==> src/rtl/bcd_stopwatch_timer_pkg.sv <==
// Shared types, constants and helpers for the BCD stopwatch/timer.
package stopwatch_pkg;

    typedef enum logic [1:0] {
        ST_IDLE    = 2'd0,
        ST_RUN     = 2'd1,
        ST_PAUSE   = 2'd2,
        ST_EXPIRED = 2'd3
    } swState_t;

    localparam logic [7:0] BCD_ZERO = 8'h00;
    localparam logic [7:0] BCD_59   = 8'h59;

    // True when both nibbles are decimal digits and the value does not exceed limit.
    // For valid BCD the plain binary compare orders values the same way as decimal.
    function automatic logic isValidBcd(input logic [7:0] value, input logic [7:0] limit);
        return (value[7:4] <= 4'd9) && (value[3:0] <= 4'd9) && (value <= limit);
    endfunction

endpackage

==> src/rtl/bcd_stopwatch_timer_if.sv <==
// Control and display bundle between the stopwatch core and its surroundings.
interface bcd_stopwatch_timer_if;

    logic       tickIn;
    logic       startStopBtn;
    logic       clearBtn;
    logic       loadBtn;
    logic       countDown;
    logic [7:0] presetMin;
    logic [7:0] presetSec;
    logic [7:0] minutes;
    logic [7:0] seconds;
    logic       running;
    logic       alarm;
    logic       rolloverPulse;

    modport master (
        output tickIn, startStopBtn, clearBtn, loadBtn, countDown, presetMin, presetSec,
        input  minutes, seconds, running, alarm, rolloverPulse
    );

    modport slave (
        input  tickIn, startStopBtn, clearBtn, loadBtn, countDown, presetMin, presetSec,
        output minutes, seconds, running, alarm, rolloverPulse
    );

endinterface

==> src/rtl/bcd_stopwatch_timer_bcd_pair_counter.sv <==
// Two-digit BCD up/down counter wrapping between 00 and a programmable limit.
// wrapOut flags that the current enabled step wraps (carry when counting up,
// borrow when counting down) so a higher-order pair can be chained.
module bcd_pair_counter
    import stopwatch_pkg::*;
(
    input  logic       clk,
    input  logic       resetSW,
    input  logic       enable,
    input  logic       countUp,
    input  logic       load,
    input  logic [7:0] loadValue,
    input  logic [7:0] limit,
    output logic [7:0] value,
    output logic       wrapOut,
    output logic       atZero
);

    logic [7:0] stepValue;

    // Value after one BCD step in the selected direction, wrapping at limit/zero.
    always_comb begin
        stepValue = value;
        if (countUp) begin
            if (value == limit) begin
                stepValue = BCD_ZERO;
            end else if (value[3:0] == 4'd9) begin
                stepValue = {value[7:4] + 4'd1, 4'd0};
            end else begin
                stepValue = {value[7:4], value[3:0] + 4'd1};
            end
        end else begin
            if (value == BCD_ZERO) begin
                stepValue = limit;
            end else if (value[3:0] == 4'd0) begin
                stepValue = {value[7:4] - 4'd1, 4'd9};
            end else begin
                stepValue = {value[7:4], value[3:0] - 4'd1};
            end
        end
    end

    // Digit register: load beats stepping.
    always_ff @(posedge clk) begin
        if (resetSW) begin
            value <= BCD_ZERO;
        end else if (load) begin
            value <= loadValue;
        end else if (enable) begin
            value <= stepValue;
        end
    end

    assign atZero  = (value == BCD_ZERO);
    assign wrapOut = enable & (countUp ? (value == limit) : atZero);

endmodule

==> src/rtl/bcd_stopwatch_timer.sv <==
// MM:SS stopwatch / countdown timer driven by an edge-detected slow tick.
// Everything runs on clk; tickIn is only ever sampled, never used as a clock.
module bcd_stopwatch_timer
    import stopwatch_pkg::*;
#(
    parameter logic [7:0] MAX_MIN = 8'h59
)
(
    input  logic                  clk,
    input  logic                  resetSW,
    bcd_stopwatch_timer_if.slave  bus
);

    swState_t   state;
    swState_t   nextState;
    logic       modeReg;
    logic       modeLoad;
    logic       tickPrev;
    logic       tickPulse;
    logic       presetOk;
    logic       countEn;
    logic       digitLoad;
    logic [7:0] loadSec;
    logic [7:0] loadMin;
    logic [7:0] secValue;
    logic [7:0] minValue;
    logic       secWrap;
    logic       minWrap;
    logic       secAtZero;
    logic       minAtZero;
    logic       timeAtZero;
    logic       rollover;

    assign tickPulse  = bus.tickIn & ~tickPrev;
    assign presetOk   = isValidBcd(bus.presetSec, BCD_59) && isValidBcd(bus.presetMin, MAX_MIN);
    assign timeAtZero = secAtZero & minAtZero;
    assign rollover   = minWrap & ~modeReg;

    // Next-state and control decode, honouring clear > load > start/stop > tick.
    always_comb begin
        nextState = state;
        modeLoad  = 1'b0;
        countEn   = 1'b0;
        digitLoad = 1'b0;
        loadSec   = BCD_ZERO;
        loadMin   = BCD_ZERO;
        if (bus.clearBtn) begin
            digitLoad = 1'b1;
            nextState = ST_IDLE;
        end else if (bus.loadBtn && presetOk) begin
            digitLoad = 1'b1;
            loadSec   = bus.presetSec;
            loadMin   = bus.presetMin;
            nextState = ST_IDLE;
        end else begin
            countEn = (state == ST_RUN) && tickPulse;
            if (bus.startStopBtn) begin
                case (state)
                    ST_IDLE, ST_PAUSE: begin
                        if (!(bus.countDown && timeAtZero)) begin
                            nextState = ST_RUN;
                            modeLoad  = 1'b1;
                        end
                    end
                    ST_RUN:  nextState = ST_PAUSE;
                    default: nextState = state;
                endcase
            end
            if (countEn && modeReg && minAtZero && (secValue == 8'h01)) begin
                nextState = ST_EXPIRED;
            end
        end
    end

    // State, latched mode, tick history and registered status flags.
    always_ff @(posedge clk) begin
        if (resetSW) begin
            state             <= ST_IDLE;
            modeReg           <= 1'b0;
            tickPrev          <= 1'b1;
            bus.running       <= 1'b0;
            bus.alarm         <= 1'b0;
            bus.rolloverPulse <= 1'b0;
        end else begin
            state             <= nextState;
            tickPrev          <= bus.tickIn;
            bus.running       <= (nextState == ST_RUN);
            bus.alarm         <= (nextState == ST_EXPIRED);
            bus.rolloverPulse <= rollover;
            if (modeLoad) begin
                modeReg <= bus.countDown;
            end
        end
    end

    bcd_pair_counter secCounter (
        .clk       (clk),
        .resetSW   (resetSW),
        .enable    (countEn),
        .countUp   (~modeReg),
        .load      (digitLoad),
        .loadValue (loadSec),
        .limit     (BCD_59),
        .value     (secValue),
        .wrapOut   (secWrap),
        .atZero    (secAtZero)
    );

    bcd_pair_counter minCounter (
        .clk       (clk),
        .resetSW   (resetSW),
        .enable    (countEn & secWrap),
        .countUp   (~modeReg),
        .load      (digitLoad),
        .loadValue (loadMin),
        .limit     (MAX_MIN),
        .value     (minValue),
        .wrapOut   (minWrap),
        .atZero    (minAtZero)
    );

    assign bus.seconds = secValue;
    assign bus.minutes = minValue;

endmodule
==> src/flat_wrapper.sv <==
// flat-port wrapper written by rule: the top's interface ports become plain ports
module bcd_stopwatch_timer_flat import stopwatch_pkg::*;
#(
    parameter logic [7:0] MAX_MIN = 8'h59
)
  (clk, resetSW, bus_tickIn, bus_startStopBtn, bus_clearBtn, bus_loadBtn, bus_countDown, bus_presetMin, bus_presetSec, bus_minutes, bus_seconds, bus_running, bus_alarm, bus_rolloverPulse);
  bcd_stopwatch_timer_if bus_i ();
  input  logic clk;
  input  logic resetSW;
  input wire logic [$bits(bus_i.tickIn)-1:0] bus_tickIn;
  input wire logic [$bits(bus_i.startStopBtn)-1:0] bus_startStopBtn;
  input wire logic [$bits(bus_i.clearBtn)-1:0] bus_clearBtn;
  input wire logic [$bits(bus_i.loadBtn)-1:0] bus_loadBtn;
  input wire logic [$bits(bus_i.countDown)-1:0] bus_countDown;
  input wire logic [$bits(bus_i.presetMin)-1:0] bus_presetMin;
  input wire logic [$bits(bus_i.presetSec)-1:0] bus_presetSec;
  output wire logic [$bits(bus_i.minutes)-1:0] bus_minutes;
  output wire logic [$bits(bus_i.seconds)-1:0] bus_seconds;
  output wire logic [$bits(bus_i.running)-1:0] bus_running;
  output wire logic [$bits(bus_i.alarm)-1:0] bus_alarm;
  output wire logic [$bits(bus_i.rolloverPulse)-1:0] bus_rolloverPulse;
  assign bus_i.tickIn = bus_tickIn;
  assign bus_i.startStopBtn = bus_startStopBtn;
  assign bus_i.clearBtn = bus_clearBtn;
  assign bus_i.loadBtn = bus_loadBtn;
  assign bus_i.countDown = bus_countDown;
  assign bus_i.presetMin = bus_presetMin;
  assign bus_i.presetSec = bus_presetSec;
  assign bus_minutes = bus_i.minutes;
  assign bus_seconds = bus_i.seconds;
  assign bus_running = bus_i.running;
  assign bus_alarm = bus_i.alarm;
  assign bus_rolloverPulse = bus_i.rolloverPulse;
  bcd_stopwatch_timer #(.MAX_MIN(MAX_MIN)) u_core (.clk(clk), .resetSW(resetSW), .bus(bus_i));
endmodule
==> config.mk <==
export PLATFORM = sky130hd
export DESIGN_NAME = bcd_stopwatch_timer_flat
export DESIGN_NICKNAME = d
export VERILOG_FILES = /design/src/rtl/bcd_stopwatch_timer_pkg.sv /design/src/rtl/bcd_stopwatch_timer_if.sv /design/src/rtl/bcd_stopwatch_timer_bcd_pair_counter.sv /design/src/rtl/bcd_stopwatch_timer.sv /design/src/flat_wrapper.sv
export SDC_FILE = /design/constraint.sdc
export NUM_CORES = 1
export LEC_CHECK = 0
export CORE_ASPECT_RATIO = 1.2
export CORE_UTILIZATION = 47
export DETAILED_ROUTE_END_ITERATION = 8
export GPL_TIMING_DRIVEN = 0
export PLACE_DENSITY = 0.77
export SLEW_MARGIN = 20
export SYNTH_ARGS = -nofsm -noshare
export SYNTH_HDL_FRONTEND = slang
export SYNTH_SLANG_ARGS = --single-unit
==> constraint.sdc <==
create_clock -name clk -period 1.7 [get_ports clk]
set_input_delay 0.51 -clock clk [delete_from_list [all_inputs] [get_ports clk]]
set_output_delay 0.51 -clock clk [all_outputs]
set_load 0.01 [all_outputs]
## Yosys cells after proc, flatten, opt, wreduce, memory -nomap -nowiden

Index checks and enable logic that the tools add are counted.

| word-level totals | value |
|---|---|
| register bits | 23 |
| bits in latches | 0 |
| RAM bits | 0 |
| bits in read-only memories | 0 |
| input port bits | 23 |
| output and inout port bits | 19 |
| word-level logic and storage cells | 101 |
| memories | 0 |

| cells by class | value |
|---|---|
| $add $sub $neg | 8 |
| multiply operators | 0 |
| div/mod/pow operators | 0 |
| magnitude comparators | 6 |
| equality and inequality tests | 11 |
| shifts and indexed selects | 0 |
| mux-type cells | 35 |
| bitwise logic cells | 8 |
| reduce and logical (&&, ||, !) cells | 23 |

Operators with widths:

| kind | count |
|---|---|
| $mux W8 | 18 |
| $add A4 B1 Y4 const B | 4 |
| $eq A8 B7 Y1 const B | 2 |
| $le A4 B4 Y1 const B | 4 |
| $le A8 B7 Y1 const B | 2 |
| $logic_not A8 Y1 | 2 |
| $sub A4 B1 Y4 const B | 4 |
| $logic_and A1 B1 Y1 | 11 |
| $mux W1 | 11 |
| $mux W2 | 5 |
| $eq A4 B4 Y1 const B | 2 |
| $eq A8 B1 Y1 const B | 1 |
| $logic_not A4 Y1 | 2 |
| $ne A4 B4 Y1 const B | 2 |
| $reduce_bool A4 Y1 | 2 |
| $and A1 B1 Y1 | 6 |
| $reduce_and A3 Y1 | 2 |
| $eq A2 B1 Y1 const B | 2 |
| $eq A2 B2 Y1 const B | 2 |
| $pmux W2 S2 | 1 |
| $reduce_bool A2 Y1 | 2 |
| $logic_not A2 Y1 | 1 |
| $not A1 Y1 | 2 |
| $reduce_or A2 Y1 | 1 |

## Logic depth before layout (Yosys ltp)

Gate-level depths: netlist of the first run.

| logic depth | value |
|---|---|
| depth after elaboration | 11 |
| mapped depth | 8 |
| mapped depth without buffers | 7 |

## Modules after synthesis

A second synthesis of the first run with hierarchy kept.

| second synthesis, totals | value |
|---|---|
| cell total of the unflattened synthesis | 311 |
| area, all modules | 2449.8 um^2 |

Modules (own cells, without submodules):

| module | times used | cells an instance | area an instance (um^2) | sequential area each (um^2) |
|---|---|---|---|---|
| bcd_pair_counter | 2 | 126 | 984.7 | 160.2 |
| bcd_stopwatch_timer | 1 | 59 | 480.5 | 140.1 |

## Worst setup path after synthesis of the first run

No wires, ideal clock.

| timing path | value |
|---|---|
| path type | reg-to-reg |
| start point | reg u_core.secCounter.value[4] |
| end point | reg u_core.minCounter.value[1] |
| library setup time | 0.139 ns |
| arrival time | 1.770 ns |
| path slack | -0.209 ns |
| cell stages (with the launch flop) | 9 |
| buffers on the path | 1 |
| clock period less this slack | 1.909 ns |
| cells stage by stage | dfxtp_1 -> inv_1 -> ha_1 -> or3b_1 -> buf_6 -> o22ai_4 -> nand2_2 -> a2111oi_2 -> a2111oi_2 |

| between the ends | value |
|---|---|
| word-level cells in the longest chain between the ends | 5 |

RTL lines:

| element | line | source |
|---|---|---|
| from (decl) | bcd_stopwatch_timer_bcd_pair_counter.sv:14 | `output logic [7:0] value,` |
| from (signal assigned) | bcd_stopwatch_timer_bcd_pair_counter.sv:48 | `value <= loadValue;` |
| from (signal assigned) | bcd_stopwatch_timer_bcd_pair_counter.sv:50 | `value <= stepValue;` |
| $eq A8 B7 Y1 / $logic_not A8 Y1 (equally long branches) | bcd_stopwatch_timer_bcd_pair_counter.sv:55, bcd_stopwatch_timer_bcd_pair_counter.sv:54 |  |
| $mux W1 * | bcd_stopwatch_timer_bcd_pair_counter.sv:55 | `assign wrapOut = enable & (countUp ? (value == limit) : atZero);` |
| $and A1 B1 Y1 * | bcd_stopwatch_timer_bcd_pair_counter.sv:55 |  |
| $and A1 B1 Y1 * | bcd_stopwatch_timer.sv:112 | `.enable (countEn & secWrap),` |
| $reduce_bool A2 Y1 (no line) * | n/a |  |
| to (signal assigned) | bcd_stopwatch_timer_bcd_pair_counter.sv:48 |  |
| to (signal assigned) | bcd_stopwatch_timer_bcd_pair_counter.sv:50 |  |
| to (decl) | bcd_stopwatch_timer_bcd_pair_counter.sv:14 |  |

Mark *: on every way between the ends. The rest lies on a longest branch, timed or not.
A chain may end at the register's enable or synchronous reset.

## Final worst setup path of the first run

| timing path | value |
|---|---|
| start point | reg u_core.secCounter.value[5] |
| end point | reg u_core.minCounter.value[6] |

| between the ends | value |
|---|---|
| word-level cells in the longest chain between the ends | 6 |

RTL lines:

| element | line |
|---|---|
| $eq A8 B7 Y1 / $logic_not A8 Y1 (equally long branches) | bcd_stopwatch_timer_bcd_pair_counter.sv:55, bcd_stopwatch_timer_bcd_pair_counter.sv:54 |
| $mux W1 * | bcd_stopwatch_timer_bcd_pair_counter.sv:55 |
| $and A1 B1 Y1 * | bcd_stopwatch_timer_bcd_pair_counter.sv:55 |
| $and A1 B1 Y1 * | bcd_stopwatch_timer.sv:112 |
| $reduce_bool A2 Y1 (no line) * | n/a |
| $reduce_and A3 Y1 (no line) * | n/a |

Marks and branches as above.

==> results of run 1 <==
==> what timing repair did <==
| action | CTS | global route |
|---|---|---|
| gates cloned | 1 | 0 |
| endpoints found under the setup margin | 35 | 25 |
| pin swaps | 32 | 10 |
| resized for setup | 93 | 32 |
| buffers inserted | 27 | 3 |
==> critical path, stage by stage (launching register included) <==
cell and delay (ps):
dfxtp_4 370, inv_4 60, ha_4 120, or3b_4 440, o22ai_4 260, nor3b_4 350, nor3_2 100, a311oi_2 190
==> through the flow <==
stage               cells   util  hold WS [ps]
finish                374  0.773           516
global route          374  0.773           542
CTS                   372  0.742           518
detailed placement    341  0.633           510
global placement      341  0.633           505
floorplan             247      -           475
==> area by class of cell <==
cell class	instances	area, um^2
multi-input combinational	195	1750
fill	263	922
timing repair buffer	71	624
sequential	23	497
buffer	11	87.6
inverter	16	70.1
tap	54	67.6
clock buffer	3	41.3
clock inverter	1	5.00
==> path summary, 6_finish.rpt <==
check,end,slack [ps],depth (start not counted)
worst min register to register,u_core.minCounter.value[7],520,2
worst min-delay path,u_core.minCounter.value[7],520,2
worst max-delay path,u_core.minCounter.value[6],-280,7
worst max register to register,u_core.minCounter.value[6],-280,7
==> registers in the layout, summed over array words and instances (netlist names) <==
| register | cells |
|---|---|
| u_core.bus.rolloverPulse | 1 |
| u_core.state | 2 |
| u_core.minCounter.value | 8 |
| u_core.bus.running | 1 |
| u_core.tickPrev | 1 |
| u_core.modeReg | 1 |
| u_core.bus.alarm | 1 |
| u_core.secCounter.value | 8 |
==> layout by cell type, fill, tap and decap left out, drive strengths merged, types with 3 or more instances in the layout <==
cell type       n
nor4            4
o31ai           3
buf            37
a221oi          3
ha             14
clkdlybuf4s50  12
nand4           4
mux2i           5
nand3           8
and3            4
a21oi          19
or2             3
nand4bb         4
o21ai          23
nor3            7
a2111oi         4
o221ai          4
dlygate4sd2    17
a211oi          6
dfxtp          23
nand2          18
o311ai          4
clkdlybuf4s15   5
nor3b           3
nor2           13
and4bb          5
inv            16
clkbuf         11
dlymetal6s2s    3
==> routing by layer <==
metal | share of wire | track usage | vias up
li1 | - | - | 1108
met1 | 0.38 | 0.343 | 1136
met2 | 0.52 | 0.575 | 159
met3 | 0.072 | 0.0383 | 29
met4 | 0.029 | 0.147 | 0
met5 | 0 | 0 | -
==> kinds of logic (layout without fill, tap and decap cells) <==
kind of cell	after synthesis	after routing
multiplexers	5	5
buffers and inverters	29	102
XOR/XNOR	2	2
flip-flops	23	23
AND/OR/NAND/NOR	85	85
AO/OA/AOI/OAI	89	89
adder cells (fa/ha/maj)	14	14
==> where the power goes <==
| part | switching [mW] | internal (mW) |
|---|---|---|
| Clock | 0.209 | 0.165 |
| Combinational | 0.227 | 0.193 |
| Sequential | 0.0183 | 0.544 |
==> metrics.md, run 1 <==
| Metric | Value |
|---|---|
| Status | `finished, violations left` |
| Violated checks | `negative setup slack` |
| Area Growth Syn to Fin | `53.3%` |
| First-pass detailed-route iteration total | `7` |
| Cell type with the largest total area after synthesis | `dfxtp_1` |
| Tmin final | `1980 ps` |
| Detail Route Antenna Nets | `0` |
| Initial Utilization | `0.504` |
| RePlAce Congestion | `0.918` |
| Total Nets Final | `about 360` |
| Flops & latches, synth | `23` |
| Top cells by count, synth | `dfxtp_1, a21oi_1, nand2_1, o21ai_0, inv_1` |
| Max Cap Viol | `0` |
| Vias in the first global route | `2269` |
| Die height | `74.4 um` |
| Crit Path Max Fanout | `7` |
| Max-slew violation count | `0` |
| Seq/Total Area, Yosys | `0.225` |
| CTS Hold Bufs | `0` |
| CP Capture Type | `flop` |
| Top FF cell, synth | `dfxtp_1` |
| Grt total ovfl | `0` |
| Most common cell in the netlist | `dfxtp_1` |
| F_max | `between 0.5 and 0.6 GHz` |
| Reg clk slew, reported paths | `90 ps` |
| # IOs | `42` |
| Placement Cell Area | `about 2600 um^2` |
| Clk sinks | `23` |
| Adder-cell area share of the yosys netlist | `0.0854` |
| Measured slew at the worst slew-check pin | `564 ps` |
| Clock tree buffer depth | `2` |
| H-Tree Depth | `1` |
| Clk Tree Root Cell | `clkbuf_8` |
| Post-synth EDFFs | `0` |
| Overall Global Routing Usage | `0.304` |
| Class of the worst hold path | `flop to flop` |
| Final hold violations | `0` |
| Worst r2r src | `u_core.secCounter.value[5]` |
| Post-synth ARST share | `0` |
| Slew headroom | `0.622` |
| Via density | `6.50` |
| Pwr Total | `1.36 mW` |
| Initial antenna violation count | `0` |
| Worst Path Arrival | `2170 ps` |
| First-pass GRT wire length | `about 11000 um` |
| Final Cycle Share | `1.17` |
| Cts bufs inserted | `3` |
| Final WS setup | `-282 ps` |
| Compound-Gate Fraction of Synth Area | `0.326` |
| Diodes inserted | `0` |
| WL/cell | `roughly 19 um` |
| Port bufs | `40` |
| Detailed-placement wirelength estimate | `approximately 4400 um` |
| Unique masters post-synth | `71` |
| Fraction of layout cells with a size suffix above 1 | `0.378` |
| Dpl ws | `-845 ps` |
| Post-Synth XOR/XNOR Area | `0.00854` |
| Largest family of logic cells by synthesized area | `compound AO/OA/AOI/OAI gates` |
| Post-synthesis cell count | `roughly 250` |
| Synth Area in Simple Gates | `0.268` |
| Startpoint type of the worst setup path | `flop` |
| Yosys top cell area share | `0.225` |
| RSZ-0062 raised after global routing | `yes` |
| Layout Skew | `between 3 and 4 ps` |
| Vias | `between 2000 and 2500` |
| WS Path Type | `flop to flop` |
| Leakage power | `1.26 nW` |
| Post-Synthesis Cell Area | `~2000 um^2` |
| Setup crit start | `u_core.secCounter.value[5]` |
| Mux cell area share after synthesis | `0.0244` |
| Hold Crit Start | `u_core.minCounter.value[7]` |
| Synth top area cells | `dfxtp_1, ha_1, a21oi_1` |
| CTS tree | `yes` |
| Setup TNS | `-2930 ps` |
| Req. time, crit path | `around 1900 ps` |
| Setup violators final | `19` |
| Initial DRC Count | `184` |
| Finished Cell Area | `3140 um^2` |
| Largest net degree at the start of global routing | `14` |
| Row count | `25` |
| Core box area | `between 4000 and 5000 um^2` |
| PwrDens | `432 nW/um^2` |
| Die extent in x | `62.3 um` |
| Syn. warnings | `0` |
| Syn_nets | `284` |
| Mean Syn Cell Area | `8.30 um^2` |
| Die area | `around 4600 um^2` |
| Routed WL | `7120 um` |
| Peak supply drop | `0.266 mV` |
| Post-route DRC | `0` |
| Clock Latency Late Sink | `280 ps` |
Power figures use the tool's default switching activity.
==> inputs of run 2 (changes only) <==
--- a/config.mk
+++ b/config.mk
@@ -6,10 +6,10 @@
 export NUM_CORES = 1
 export LEC_CHECK = 0
 export CORE_ASPECT_RATIO = 1.2
-export CORE_UTILIZATION = 47
+export CORE_MARGIN = 1
+export CORE_UTILIZATION = 56
 export DETAILED_ROUTE_END_ITERATION = 8
-export GPL_TIMING_DRIVEN = 0
-export PLACE_DENSITY = 0.77
+export PLACE_DENSITY = 0.86
 export SLEW_MARGIN = 20
 export SYNTH_ARGS = -nofsm -noshare
 export SYNTH_HDL_FRONTEND = slang
==> constraint.sdc (replaced) <==
create_clock -name clk -period 2.4 [get_ports clk]
set_input_delay 0.72 -clock clk [delete_from_list [all_inputs] [get_ports clk]]
set_output_delay 0.72 -clock clk [all_outputs]
set_load 0.01 [all_outputs]
==> run 2 against run 1 <==
The flow finishes with violations (design-rule violations). Via count down 6.0%. Cell count shrank 7.8%. Cell area decreased by 14%. Register-to-register slack improved by 350 ps. Total power is 33% lower. Sequential share of layout area rose by 1.2 points. Clock-buffer cell count stayed put. Wire length fell by 14%. Non-clock buffer count down 12. Sequential cell count is the same. Critical endpoint is now u_core.modeReg. Largest cell class unchanged.
==> metrics.md, run 2 (synthesis gave the netlist of run 1 again) <==
| Metric | Value |
|---|---|
| Overall Global Routing Usage | `0.325` |
| CP Capture Type | `flop` |
| Peak supply drop | `0.242 mV` |
| Placed cell count | `between 300 and 400` |
| CTS resizes | `0` |
| CP delay by family, top | `simple AND/OR/NAND/NOR gates` |
| Class of the worst hold path | `flop to flop` |
| Row count | `23` |
| Sw frac | `0.303` |
| Core box area | `3420 um^2` |
| Biggest regs | `u_core.minCounter.value (8), u_core.secCounter.value (8), u_core.state (2)` |
| Via density | `~6.6` |
| Area Growth Syn to Fin | `31.7%` |
| Total Nets Final | `346` |
| H-Tree Depth | `1` |
| Combinational Power Share | `0.273` |
| Port bufs | `41` |
| F_max | `0.428 GHz` |
| Diodes inserted | `0` |
| Fraction of layout cells with a size suffix above 1 | `0.172` |
| Worst Path Arrival | `between 2000 and 3000 ps` |
| Post-CTS Setup Inserts | `0` |
| Clk Tree Root Cell | `clkbuf_8` |
| WL/cell | `17.7 um` |
| Die extent in x | `57.2 um` |
| Final Cycle Share | `0.972` |
| CTS tree | `yes` |
| RePlAce Congestion | `0.928` |
| Post-route DRC | `8` |
| Clk pwr share | `0.274` |
| Largest net degree at the start of global routing | `14` |
| CTS Hold Bufs | `0` |
| First-pass GRT wire length | `9740 um` |
| Die height | `around 68 um` |
| Measured slew at the worst slew-check pin | `roughly 630 ps` |
| Grt total ovfl | `0` |
| Status | `finished, violations left` |
| Clock Latency Late Sink | `270 ps` |
| Vias in the first global route | `roughly 2100` |
| Violated checks | `design-rule violations` |
| Vias | `2286` |
| Most frequent cells in the layout | `clkdlybuf4s50_1, buf_4, dfxtp_1` |
| Final hold violations | `0` |
| CP bufs+invs | `1` |
| PwrDens | `337 nW/um^2` |
| Req. time, crit path | `2570 ps` |
| Register share of total power | `0.453` |
| Flop2flop setup slack | `70 ps` |
| Placement Cell Area | `between 2000 and 3000 um^2` |
| Clk sinks | `23` |
| P_sw | `about 0.28 mW` |
| Most common cell after layout, fill and taps aside | `clkdlybuf4s50_1` |
| Leakage power | `1.01 nW` |
| First-pass detailed-route iteration total | `7` |
| Cts bufs inserted | `3` |
| Layout Skew | `around 7 ps` |
| # IOs | `between 40 and 50` |
| Routed WL | `a little over 6000 um` |
| Clock tree buffer depth | `2` |
| Max-slew violation count | `0` |
| RSZ-0062 raised after global routing | `no` |
| Slowest-stage cell, CP | `nor3b_1` |
| WS Path Type | `flop to flop` |
| Finished Cell Area | `2700 um^2` |
| Detail Route Antenna Nets | `0` |
| Crit Path Max Fanout | `6` |
| Max Cap Viol | `0` |
| Initial antenna violation count | `0` |
| Initial DRC Count | `172` |
| Setup violators final | `0` |
| Power Internal | `between 0.6 and 0.7 mW` |
| Die area | `between 3000 and 4000 um^2` |
| Crit-path cells | `inv_1, ha_1, nor3b_1, nand4_1, o311ai_4, nor2_1, o31ai_1` |
| Detailed-placement wirelength estimate | `4720 um` |
| Startpoint type of the worst setup path | `flop` |
| Reg clk slew, reported paths | `about 90 ps` |
| Tmin final | `2330 ps` |
| Final Non-Filler Cells | `~350` |
| Initial Utilization | `0.599` |
| CP peak stage delay | `roughly 500 ps` |
| Slew headroom | `0.572` |
run 2: changes by cell type in the layout (fill, tap and decap cells not counted), moves of 4 or more:
cell             previous run  this run
dfxtp_1                    12        23
ha_1                        9        14
clkdlybuf4s15_1             4         0
buf_6                       7         0
inv_4                       4         0
clkdlybuf4s50_1            12        41
clkbuf_2                    5         0
dlygate4sd2_1              17         0
inv_1                       9        15
dfxtp_4                     9         0
run 2: area by class of cell:
type                            instances  area (um^2)
Clock buffer                            3         41.3
Clock inverter                          1         5.00
Timing Repair Buffer                   70          628
Tap cell                               37         46.3
Sequential cell                        23          460
Inverter                               16         60.1
Fill cell                             252          723
Multi-Input combinational cell        195         1460
run 2: final timing paths:
check,startpoint,to,cells after the start
setup / recovery,u_core.secCounter.value[0],u_core.modeReg,7
hold / removal,u_core.state[1],u_core.bus.alarm,2
setup reg to reg,u_core.secCounter.value[0],u_core.modeReg,7
hold reg to reg,u_core.state[1],u_core.bus.alarm,2
run 2: worst register-to-register path, cell delays in order (launching register included):
cell and delay [ps]:
dfxtp_1 370, inv_1 150, ha_1 250, nor3b_1 510, nand4_1 250, o311ai_4 350, nor2_1 80, o31ai_1 270
run 2: metal layers:
layer	GRT usage	vias to the layer above	wire length (um)	part of all wire
li1	-	1089	-	-
met1	0.353	1079	2420	0.40
met2	0.601	104	3170	0.52
met3	0.0586	14	391	0.064
met4	0.174	0	119	0.019
met5	0	-	0	0
run 2: power groups by stage:
stage          combinational (mW)  sequential [mW]  clock (mW)
3_5_place_dp                0.243            0.420           0
3_3_place_gp                0.238            0.420           0
5_1_grt                     0.263            0.414       0.275
6_report                    0.248            0.412       0.250
2_1_floorplan               0.130            0.415           0
4_1_cts                     0.244            0.411       0.254
run 2: stage by stage:
stage | hold WS [ps] | worst slack [ps] | utilization | power (mW) | TNS, ps
2_1_floorplan | 475 | 376 | - | 0.546 | 0
3_3_place_gp | 500 | -69.5 | 0.775 | 0.658 | -187
3_5_place_dp | 504 | -139 | 0.775 | 0.663 | -753
4_1_cts | 522 | 134 | 0.789 | 0.910 | 0
5_1_grt | 588 | 9.81 | 0.789 | 0.952 | 0
6_report | 528 | 66.2 | 0.789 | 0.910 | 0
